===== src/rtl/c64_kbd_pkg.sv =====
// Shared definitions for the C64 keyboard matrix block:
// event record layout, special key codes and joystick bit positions.
package c64_kbd_pkg;

  localparam int KEY_W = 7;
  localparam int EV_W  = 9;

  localparam int EV_CLR = 8;
  localparam int EV_PRS = 7;

  localparam logic [KEY_W-1:0] KEY_RESTORE = 7'h40;

  localparam int JOY_UP    = 0;
  localparam int JOY_DOWN  = 1;
  localparam int JOY_LEFT  = 2;
  localparam int JOY_RIGHT = 3;
  localparam int JOY_FIRE  = 4;

  localparam logic [7:0] KEY_RETURN  = 8'h01;
  localparam logic [7:0] KEY_SPACE   = 8'h3C;
  localparam logic [7:0] KEY_RUNSTOP = 8'h3F;

  typedef struct packed {
    logic             clear;
    logic             pressed;
    logic [KEY_W-1:0] key;
  } kbd_ev_t;

  function automatic logic is_matrix_key(
    input logic [KEY_W-1:0] key
  );
    return !key[6];
  endfunction

  function automatic logic is_restore(
    input logic [KEY_W-1:0] key
  );
    return key == KEY_RESTORE;
  endfunction

endpackage


===== src/rtl/c64_kbd_fifo.sv =====
// Generic synchronous FIFO with occupancy count.
// Push is ignored when full, pop is ignored when empty.
module c64_kbd_fifo #(
  parameter int DEPTH = 8,
  parameter int AW    = 3,
  parameter int W     = 9
) (
  input  logic          clk,
  input  logic          reset,
  input  logic          push,
  input  logic [W-1:0]  wdata,
  input  logic          pop,
  output logic [W-1:0]  rdata,
  output logic          full,
  output logic          empty,
  output logic [AW:0]   count
);

  logic [W-1:0]  mem [DEPTH];
  logic [AW-1:0] wr_ptr;
  logic [AW-1:0] rd_ptr;
  logic          do_push;
  logic          do_pop;

  assign full    = count == (AW+1)'(DEPTH);
  assign empty   = count == '0;
  assign do_push = push & !full;
  assign do_pop  = pop & !empty;
  assign rdata   = mem[rd_ptr];

  always_ff @(posedge clk) begin
    if (reset) begin
      wr_ptr <= '0;
      rd_ptr <= '0;
      count  <= '0;
    end else begin
      if (do_push)
        wr_ptr <= wr_ptr + 1'b1;
      if (do_pop)
        rd_ptr <= rd_ptr + 1'b1;
      if (do_push && !do_pop)
        count <= count + 1'b1;
      else if (!do_push && do_pop)
        count <= count - 1'b1;
    end
  end

  // Storage needs no reset: pointers define validity.
  always_ff @(posedge clk) begin
    if (do_push)
      mem[wr_ptr] <= wdata;
  end

endmodule


===== src/rtl/c64_keyboard_matrix.sv =====
// C64 keyboard matrix: event FIFO, phi2-aligned key state,
// joystick merge and CIA port A/B level resolution.
module c64_keyboard_matrix
  import c64_kbd_pkg::*;
#(
  parameter int DEPTH = 8,
  parameter int AW    = 3
) (
  input  logic       clk,
  input  logic       reset,
  input  logic       phi2_p,
  input  logic       ev_valid,
  output logic       ev_ready,
  input  logic [6:0] ev_key,
  input  logic       ev_pressed,
  input  logic       ev_clear,
  input  logic [7:0] pa_out,
  input  logic [7:0] pa_oe,
  input  logic [7:0] pb_out,
  input  logic [7:0] pb_oe,
  input  logic [4:0] joy1_n,
  input  logic [4:0] joy2_n,
  output logic [7:0] pa_in,
  output logic [7:0] pb_in,
  output logic       restore_n,
  output logic       overflow
);

  kbd_ev_t   wr_ev;
  kbd_ev_t   rd_ev;
  logic      fifo_full;
  logic      fifo_empty;
  logic [AW:0] fifo_count;
  logic      pop;

  logic [7:0][7:0] mtx;

  logic [7:0] a_low;
  logic [7:0] b_low;
  logic [7:0] pa_hit;
  logic [7:0] pb_hit;
  logic [7:0] pa_nxt;
  logic [7:0] pb_nxt;

  assign wr_ev = '{
    clear:   ev_clear,
    pressed: ev_pressed,
    key:     ev_key
  };

  assign ev_ready = fifo_count != (AW+1)'(DEPTH);
  assign pop      = phi2_p & !fifo_empty;

  c64_kbd_fifo #(
    .DEPTH (DEPTH),
    .AW    (AW),
    .W     (EV_W)
  ) u_fifo (
    .clk   (clk),
    .reset (reset),
    .push  (ev_valid),
    .wdata (wr_ev),
    .pop   (pop),
    .rdata (rd_ev),
    .full  (fifo_full),
    .empty (fifo_empty),
    .count (fifo_count)
  );

  always_ff @(posedge clk) begin
    if (reset) begin
      mtx       <= '0;
      restore_n <= 1'b1;
      overflow  <= 1'b0;
    end else begin
      if (ev_valid && fifo_full)
        overflow <= 1'b1;
      if (pop) begin
        unique case (1'b1)
          rd_ev.clear: begin
            mtx       <= '0;
            restore_n <= 1'b1;
          end
          !rd_ev.clear && is_matrix_key(rd_ev.key):
            mtx[rd_ev.key[5:3]][rd_ev.key[2:0]] <= rd_ev.pressed;
          !rd_ev.clear && is_restore(rd_ev.key):
            restore_n <= !rd_ev.pressed;
          default: ;
        endcase
      end
    end
  end

  // One-level scan only: a pressed key shorts its column to its row.
  always_comb begin
    a_low  = pa_oe & ~pa_out;
    b_low  = pb_oe & ~pb_out;
    pa_hit = '0;
    pb_hit = '0;
    for (int c = 0; c < 8; c++) begin
      for (int r = 0; r < 8; r++) begin
        pb_hit[r] = pb_hit[r] | (a_low[c] & mtx[c][r]);
        pa_hit[c] = pa_hit[c] | (b_low[r] & mtx[c][r]);
      end
    end
  end

  assign pa_nxt = (pa_out | ~pa_oe) & {3'b111, joy2_n} & ~pa_hit;
  assign pb_nxt = (pb_out | ~pb_oe) & {3'b111, joy1_n} & ~pb_hit;

  always_ff @(posedge clk) begin
    if (reset) begin
      pa_in <= 8'hFF;
      pb_in <= 8'hFF;
    end else begin
      pa_in <= pa_nxt;
      pb_in <= pb_nxt;
    end
  end

endmodule


===== config.mk =====
export PLATFORM = sky130hd
export DESIGN_NAME = c64_keyboard_matrix
export DESIGN_NICKNAME = d
export VERILOG_FILES = /design/src/rtl/c64_kbd_pkg.sv /design/src/rtl/c64_kbd_fifo.sv /design/src/rtl/c64_keyboard_matrix.sv
export SDC_FILE = /design/constraint.sdc
export NUM_CORES = 1
export LEC_CHECK = 0
export BUFFER_PORTS_ARGS = -buffer_cell sky130_fd_sc_hd__buf_2
export CELL_PAD_IN_SITES_DETAIL_PLACEMENT = 0
export CELL_PAD_IN_SITES_GLOBAL_PLACEMENT = 1
export CORE_MARGIN = 2
export CORE_UTILIZATION = 51
export DETAILED_ROUTE_END_ITERATION = 7
export PLACE_DENSITY_LB_ADDON = 0.1
export REMOVE_ABC_BUFFERS = 1
export SYNTH_ARGS = -nofsm -noshare
export SYNTH_HDL_FRONTEND = slang
export SYNTH_SLANG_ARGS = --single-unit

===== constraint.sdc =====
create_clock -name clk -period 4.2 [get_ports clk]
set_input_delay 0.21 -clock clk [delete_from_list [all_inputs] [get_ports clk]]
set_output_delay 0.21 -clock clk [all_outputs]
set_load 0.1 [all_outputs]

After elaboration in Yosys (flattened, before gate mapping)
Memory sizes are Yosys's and may differ from the RTL's. A register that Yosys moved wholly into a read port is not among the register bits.
Cells that the tools add are included.

cells by class
  reductions and logical operators = 20
  eq/ne operators = 3
  muxes and demuxes = 13
  add/sub/neg operators = 4
  $lt $le $gt $ge = 4
  bitwise logic cells = 257

operator list
  operator               count
  $and A1 B1 Y1          131
  $pmux W64 S2           1
  $or A1 B1 Y1           112
  $bwmux W64             1
  $and A8 B8 Y8          6
  $not A8 Y8             6
  $demux W8 S3           1
  $or A8 B8 Y8           2
  $lt A3 B4 Y1 const B   2
  $mux W4                2
  $mux W8                1
  $eq A7 B7 Y1 const B   1
  $logic_and A1 B1 Y1    7
  $logic_not A1 Y1       7
  $add A3 B1 Y3 const B  2
  $ge A3 B1 Y1 const B   2
  $mux W3                2
  $reduce_bool A2 Y1     3
  $add A4 B1 Y4 const B  1
  $eq A4 B4 Y1 const B   1
  $logic_not A4 Y1       1
  $ne A4 B4 Y1 const B   1
  $reduce_and A2 Y1      2
  $sub A4 B1 Y4 const B  1
  3 further kinds        5

storage, ports and cells
  memories = 1
  output and inout port bits = 19
  bits in writable memories = 72
  bits in registers = 92
  word-level logic and storage cells = 317

memories
  memory      words  bits a word  read ports  clocked after Yosys merged registers in  wr ports  RTL line            text
  u_fifo.mem  8      9            1           1                                        1         c64_kbd_fifo.sv:19  logic [W-1:0] mem [DEPTH];

Depth between registers and ports, before layout
Gate-level depths: netlist (run 1).

  depth in word-level cells = 12
  mapped depth = 12
  mapped depth without buffers = 12

Cells and area by module
Synthesis (run 1) repeated with hierarchy kept, for this count alone.

second synthesis, totals
  cells, all modules = 743
  area total of the unflattened synthesis = 7828.8 um^2

modules (own cells, without submodules)
  module               cells each  instances  area an instance (um^2)
  c64_keyboard_matrix  566         1          4460.5
  c64_kbd_fifo         177         1          3368.2

Worst setup path before layout (run 1)
OpenSTA, ideal clock, no wires.

  path kind = flip-flop to flip-flop
  from = register u_fifo.count[0]
  to = register u_fifo.count[3]
  data arrival time = 3.066 ns
  period minus slack after synthesis = 3.136 ns
  stages on the path, launching flop included = 13
  setup time = 0.070 ns
  data required time = 4.130 ns
  slack = 1.064 ns
  path buffers = 0
  path through = dfxtp_1 > nor3_1 > nand2_1 > nand2_1 > inv_1 > ha_1 > inv_1 > ha_1 > a21o_1 > a21oi_1 > xnor2_1 > or3_1 > a21oi_1

on the way
  elaborated cells on any way between the ends = 16
  those cells by class = add/sub: 2; eq/ne: 1; mux: 2; bitwise: 3; reduce/logical: 8

RTL lines
  element                       RTL line            text
  from (decl)                   c64_kbd_fifo.sv:16  output logic [AW:0] count
  from (signal assigned)        c64_kbd_fifo.sv:42  count <= count + 1'b1;
  from (signal assigned)        c64_kbd_fifo.sv:44  count <= count - 1'b1;
  $eq A4 B4 Y1 (*)              c64_kbd_fifo.sv:25  assign full = count == (AW+1)'(DEPTH);
  $logic_not A1 Y1 (*)          c64_kbd_fifo.sv:27  assign do_push = push & !full;
  $and A1 B1 Y1 (*)             c64_kbd_fifo.sv:27
  net u_fifo.do_push            c64_kbd_fifo.sv:22  logic do_push;
  $logic_not A1 Y1              c64_kbd_fifo.sv:43  else if (!do_push && do_pop)
  $logic_and A1 B1 Y1           c64_kbd_fifo.sv:43
  $reduce_bool A2 Y1 (no line)  --

Mark *: on every way through the listed nets, which the timed path passes. The rest lies on a longest branch. The select of a mux whose other input is x is not followed.
A chain may end at the register's enable or synchronous reset.

==> impl_metrics.env, run 1 <==
export IMPL_p_per_area_nw_per_um2=554
export IMPL_finalCritPeriodShare=0.799
export IMPL_timing_final_hold_violations=0
export IMPL_path_clk_slew_ns=0.07
export IMPL_crit_path_start_kind="flip-flop"
export IMPL_drt_iter0_drc=799
export IMPL_syn_to_final_growth_pct=13.9
export IMPL_ys_ff_latch=167
export IMPL_gp_congestion=0.919
export IMPL_cts_setup_buffers=0
export IMPL_vdd_drop_max_uv=367
export IMPL_num_rows=45
export IMPL_htree_levels=4
export IMPL_yosysSeqAreaShare=0.504
export IMPL_grt_usage=0.282
export IMPL_io_pin_count=74
export IMPL_syn_inst=768
export IMPL_drt_wirelength_per_cell_um=22.3
export IMPL_final_common_cell="dfxtp_1"
export IMPL_outcome="completed"
export IMPL_die_area_um2=16800
export IMPL_grt_max_degree=65
export IMPL_antenna_cells=0
export IMPL_arrival_ns=3.68
export IMPL_p_leak_nw=3.08
export IMPL_start_util=0.527
export IMPL_drc=0
export IMPL_synth_edf_count=72
export IMPL_vias=6866
export IMPL_worstPathMaxFanout=36
export IMPL_slew_viol_final=0
export IMPL_die_h_um=130
export IMPL_layout_nets=883
export IMPL_grt_pass1_wl_um=35900
export IMPL_dp_hpwl_um=16500
export IMPL_cts_tree="done"
export IMPL_synth_cell_types=59
export IMPL_antenna_found_initial=0
export IMPL_yosys_warnings=0
export IMPL_ys_async_sr_fraction=0
export IMPL_cts_hold_fix_buffers=0
export IMPL_rsz0062_at_grt="false"
export IMPL_crit_path_end_kind="flip-flop"
export IMPL_finalSetupViolCount=0
export IMPL_drv_cap=0
export IMPL_fin_crit_ns=3.35
export IMPL_hp_class="in -> reg"
export IMPL_syn_cell_area_um2=8060
export IMPL_die_w_um=130
export IMPL_cts_sinks=167
export IMPL_grt_overflow=0
export IMPL_dp_slack_ns=0.874
export IMPL_insertion_delay_ns=0.43
export IMPL_drive_gt1_frac=0.168
export IMPL_fin_skew_ns=0.00966
export IMPL_core_area_um2=15300
export IMPL_wirelength_um=23400
export IMPL_cts_buffer_depth=2
export IMPL_cts_resized=0
export IMPL_viasPerCell=6.56
export IMPL_slew_limit_headroom=0.289
export IMPL_worstMarginPinSlew_ns=1.06
export IMPL_layout_common_cells="dfxtp_1 (95), buf_2 (73), edfxtp_1 (72)"
export IMPL_drtPass1Iterations=6
export IMPL_avgSynthCellArea_um2=10.5
export IMPL_numPortBuffers=73
export IMPL_criticalPathCategory="reg -> reg"
export IMPL_cp_required_ns=4.52
export IMPL_fmax_mhz=298
export IMPL_cts_buffers=17
export IMPL_final_setup_worst_slack_ns=0.845
export IMPL_cts_root_buf="clkbuf_16"
export IMPL_ant_nets=0
export IMPL_n_fill_cell=1269
export IMPL_synth_flop_cell="dfxtp_1"
export IMPL_grt_pass1_vias=6476
export IMPL_finalSetupTns_ns=0
[flip-flops by register name, summed over array words and instances, names as in the netlist, named ones only]
signal	count
overflow	1
u_fifo.count	4
mtx	64
u_fifo.mem	72
restore_n	1
pb_in	8
u_fifo.rd_ptr	3
u_fifo.wr_ptr	3
pa_in	8
[stage by stage]
| step | std cells | hold slack (ns) | total power [mW] | cell area (um2) | util |
|---|---|---|---|---|---|
| floorplan | 719 | 0.279 | 2.95 | 7840 | - |
| global placement | 1014 | 0.443 | 3.45 | 8580 | 0.560 |
| detailed placement | 1014 | 0.466 | 3.49 | 8580 | 0.560 |
| CTS | 1046 | 0.0301 | 5.07 | 9180 | 0.600 |
| global route | 1046 | 0.0466 | 5.30 | 9180 | 0.600 |
| finish | 1046 | 0.0370 | 5.09 | 9180 | 0.600 |
[path summary, 6_finish.rpt]
path	from	endpoint	cells after the start	slack [ns]
max reg2reg	flip-flop	mtx[15]	6	0.85
min reg2reg	overflow	overflow	2	0.48
min	ev_key[4]	u_fifo.mem[5][4]	1	0.04
max	flip-flop	mtx[15]	6	0.85
[where the power goes]
group | switching [mW] | total, mW | internal, mW
logic | 1.14 | 1.58 | 0.447
registers | 0.114 | 1.91 | 1.80
clock network | 0.689 | 1.60 | 0.907
[area by class of cell]
cell class                 count  area [um2]  share of cell area
sequential                   167        4060               0.443
multi-input combinational    490        3570               0.389
timing repair buffer          84         448              0.0488
clock buffer                  18         439              0.0478
tap                          211         264              0.0288
inverter                      62         233              0.0253
clock inverter                14         161              0.0176
[critical path, cell delays in order (launching register included)]
cell and delay (ns):
dfxtp_1 0.76, buf_4 0.46, mux2i_1 0.16, a221o_1 0.48
nor3_1 0.89, a211oi_1 0.20, a221o_1 0.30
[synth_stat cells (5+ instances only)]
| library cell | number | area, um2 |
|---|---|---|
| dfxtp_1 | 95 | 1900 |
| edfxtp_1 | 72 | 2160 |
| inv_1 | 62 | 233 |
| nand2_1 | 62 | 233 |
| nor2_1 | 53 | 199 |
| a211oi_1 | 51 | 383 |
| a221o_1 | 49 | 490 |
| clkbuf_1 | 36 | 135 |
| o211ai_1 | 33 | 248 |
| a22oi_1 | 24 | 180 |
| nor3_1 | 21 | 105 |
| nor2b_1 | 19 | 119 |
| a222oi_1 | 16 | 160 |
| a21oi_1 | 14 | 70.1 |
| nand3_1 | 13 | 65.1 |
| mux2i_1 | 10 | 100 |
| nand3b_1 | 9 | 67.6 |
| a221oi_1 | 8 | 70.1 |
| mux2_2 | 7 | 78.8 |
| o21bai_1 | 7 | 52.6 |
| o22ai_1 | 7 | 43.8 |
| mux4_2 | 6 | 135 |
| nand2b_1 | 6 | 37.5 |
| nor3b_1 | 6 | 45.0 |
| and3_1 | 5 | 31.3 |
| buf_2 | 5 | 25.0 |
| buf_4 | 5 | 37.5 |
| ha_1 | 5 | 62.6 |
[layer usage]
layer	vias to the layer above	part of all wire	track usage
met1	3333	0.41	0.357
met3	61	0.069	0.0484
met5	-	0	0
met2	374	0.49	0.477
li1	3098	-	-
met4	0	0.036	0.123
[cell families (layout without fill, tap and decap cells)]
family          count (synthesis)  count (layout)  synth area share
buf+inv                       111             178            0.0571
flops                         167             167             0.504
xor+xnor                        7               7           0.00760
mux                            27              27            0.0506
compound gates                244             244             0.246
fa+ha+maj                       6               6            0.0102
simple gates                  206             206             0.124
(Power assumes the default switching activity.)
==> run 2, diff against run 1 <==
ABC_AREA = 1   (was not set)
CORE_UTILIZATION = 45   (was 51)
clock period = 3.4 ns   (was 4.2 ns; I/O delays follow)
==> impl_metrics.env, run 2 <==
export IMPL_ys_async_sr_fraction=0
export IMPL_slew_limit_headroom=0.370
export IMPL_hold_end="u_fifo.mem[6][5]"
export IMPL_grt_pass1_vias=6907
export IMPL_final_common_cell="nand2_1"
export IMPL_io_pin_count=74
export IMPL_r2r_end="mtx[12]"
export IMPL_synth_cell_types=34
export IMPL_syn_inst=1129
export IMPL_cts_buffer_depth=2
export IMPL_path_common_cell="nand2_1"
export IMPL_core_area_um2=19400
export IMPL_p_per_area_nw_per_um2=717
export IMPL_worstPathMaxFanout=36
export IMPL_hp_class="in -> reg"
export IMPL_drv_cap=0
export IMPL_slowest_stage="nor2_2"
export IMPL_grt_max_degree=69
export IMPL_layout_nets=1250
export IMPL_r2r_slack_ns=0.93
export IMPL_synth_edf_count=72
export IMPL_crit_path_end_kind="flip-flop"
export IMPL_die_area_um2=20800
export IMPL_path_cells="buf_4 > nand2_1 > nand3_1 > nand3_1 > nand2_1 > nand2_1 > nor2_2 > buf_4 > nand3_2 > a21oi_1"
export IMPL_wirelength_um=24800
export IMPL_rsz0062_at_grt="false"
export IMPL_cp_required_ns=3.75
export IMPL_drt_wirelength_per_cell_um=16.9
export IMPL_cts_root_buf="clkbuf_16"
export IMPL_finalSetupViolCount=0
export IMPL_vias=7608
export IMPL_drt_iter0_drc=568
export IMPL_yosysSeqAreaShare=0.460
export IMPL_slew_viol_final=0
export IMPL_yosys_warnings=0
export IMPL_p_int_mw=4.04
export IMPL_pwr_share_comb=0.408
export IMPL_crit_path_start_kind="flip-flop"
export IMPL_path_clk_slew_ns=0.07
export IMPL_yosys_top_cells_count="nand2_1 (408), inv_1 (103), dfxtp_1 (95)"
export IMPL_antenna_cells=0
export IMPL_num_rows=51
export IMPL_finalCritPeriodShare=0.727
export IMPL_ys_ff_latch=167
export IMPL_hold_depth=1
export IMPL_antenna_found_initial=0
export IMPL_timing_final_hold_violations=0
export IMPL_hold_slack_ns=0.0134
export IMPL_final_setup_worst_slack_ns=0.927
export IMPL_ant_nets=0
export IMPL_dp_hpwl_um=16300
export IMPL_synth_flop_cell="dfxtp_1"
export IMPL_grt_overflow=0
export IMPL_drtPass1Iterations=5
export IMPL_grt_usage=0.248
export IMPL_gp_congestion=0.890
export IMPL_start_util=0.456
export IMPL_die_w_um=144
export IMPL_criticalPathCategory="reg -> reg"
export IMPL_htree_levels=4
export IMPL_die_h_um=144
export IMPL_top_register="u_fifo.mem"
export IMPL_p_seq_frac=0.320
export IMPL_yosysTopAreaCell="edfxtp_1"
export IMPL_drc=0
export IMPL_cpLargestDelayFamily="simple AND/OR/NAND/NOR gates"
export IMPL_p_clk_frac=0.272
export IMPL_p_leak_nw=3.72
export IMPL_yosysTopAreaCellShare=0.245
export IMPL_largest_register_ffs=72
export IMPL_drive_gt1_frac=0.172
export IMPL_insertion_delay_ns=0.43
export IMPL_fin_crit_ns=2.47
export IMPL_viasPerCell=5.19
export IMPL_outcome="completed"
export IMPL_dp_slack_ns=0.955
export IMPL_cpPeakStageDelay_ns=0.55
export IMPL_power_share_switching=0.432
export IMPL_hp_start="ev_key[5]"
export IMPL_cts_tree="done"
export IMPL_cts_resized=0
export IMPL_worstMarginPinSlew_ns=0.943
export IMPL_synth_area_top_cells="edfxtp_1 (24%), dfxtp_1 (22%), nand2_1 (17%), nand3_2 (5.8%), a21oi_1 (4.8%)"
export IMPL_yosysMostFrequentCell="nand2_1"
export IMPL_p_sw_mw=3.08
export IMPL_syn_to_final_growth_pct=12.3
export IMPL_cts_buffers=17
export IMPL_crit_buf_inv=2
export IMPL_vdd_drop_max_uv=534
export IMPL_syn_cell_area_um2=8840
export IMPL_cp_depth=10
export IMPL_r2r_cells=10
export IMPL_avgSynthCellArea_um2=7.83
export IMPL_arrival_ns=2.82
export IMPL_cts_sinks=167
export IMPL_numPortBuffers=73
export IMPL_fin_skew_ns=0.0113
export IMPL_grt_pass1_wl_um=38800
export IMPL_fmax_mhz=404
export IMPL_top_regs="u_fifo.mem (72), mtx (64)"
export IMPL_layout_common_cells="nand2_1 (408), inv_1 (103), dfxtp_1 (95)"
run 2: what timing repair did:
action,4_1_cts,5_1_grt
setup buffers,0,0
hold endpoints to repair,8,0
hold buffers,1,0
run 2: worst max-delay path by stage:
stage / startpoint / to / slack, ns
after CTS: flip-flop / mtx[10] / 0.91
final: flip-flop / mtx[12] / 0.93
after detailed placement: u_fifo.count[0] / u_fifo.count[3] / 0.96
after global routing: flip-flop / mtx[5] / 0.63
after floorplan: flip-flop / mtx[32] / -1.63
after global placement: flip-flop / mtx[49] / 0.98
run 2: logic make-up after synthesis:
| logic type | Yosys count | synth area share |
|---|---|---|
| AO/OA/AOI/OAI | 157 | 0.105 |
| XOR/XNOR | 2 | 0.00198 |
| adder cells (fa/ha/maj) | 6 | 0.00934 |
| buffers and inverters | 164 | 0.0963 |
| flip-flops | 167 | 0.460 |
| AND/OR/NAND/NOR | 633 | 0.328 |
run 2: per-stage QoR:
stage / TNS (ns) / instances / util / power [mW] / area, um2
3_5_place_dp: 0 / 1434 / 0.481 / 5.24 / 9330
5_1_grt: 0 / 1467 / 0.512 / 7.58 / 9920
6_report: 0 / 1467 / 0.512 / 7.12 / 9920
4_1_cts: 0 / 1467 / 0.512 / 7.17 / 9920
3_3_place_gp: 0 / 1434 / 0.481 / 5.23 / 9330
2_1_floorplan: -97.46 / 1070 / - / 4.33 / 8390
run 2: cell type report:
type / instances / area [um2]
clock buffers: 19 / 453
inverters: 105 / 399
flip-flops and latches: 167 / 4060
well taps: 265 / 332
fillers: 1978 / 9470
repair buffers: 100 / 608
clock inverters: 13 / 131
multi-input cells: 798 / 3940
run 2: worst reg2reg max path: cells and delay by family (launching register included):
family / cells / cell delay, ns
AOI/OAI and AO/OA: 1 / 0.15
buffers and inverters: 2 / 0.63
and+or+nand+nor: 7 / 1.24
DFF: 1 / 0.37
run 2: power groups by stage:
stage / Clock [mW] / Sequential (mW) / Combinational, mW
floorplan: 0 / 2.47 / 1.86
global placement: 0 / 2.32 / 2.91
detailed placement: 0 / 2.32 / 2.91
CTS: 1.97 / 2.28 / 2.92
global route: 2.04 / 2.29 / 3.24
finish: 1.94 / 2.28 / 2.90
run 2: metal layers:
layer | track usage | up-vias | part of all wire
li1 | - | 3807 | -
met1 | 0.365 | 3546 | 0.48
met2 | 0.376 | 234 | 0.44
met3 | 0.0507 | 21 | 0.071
met4 | 0.0593 | 0 | 0.010
met5 | 0 | - | 0
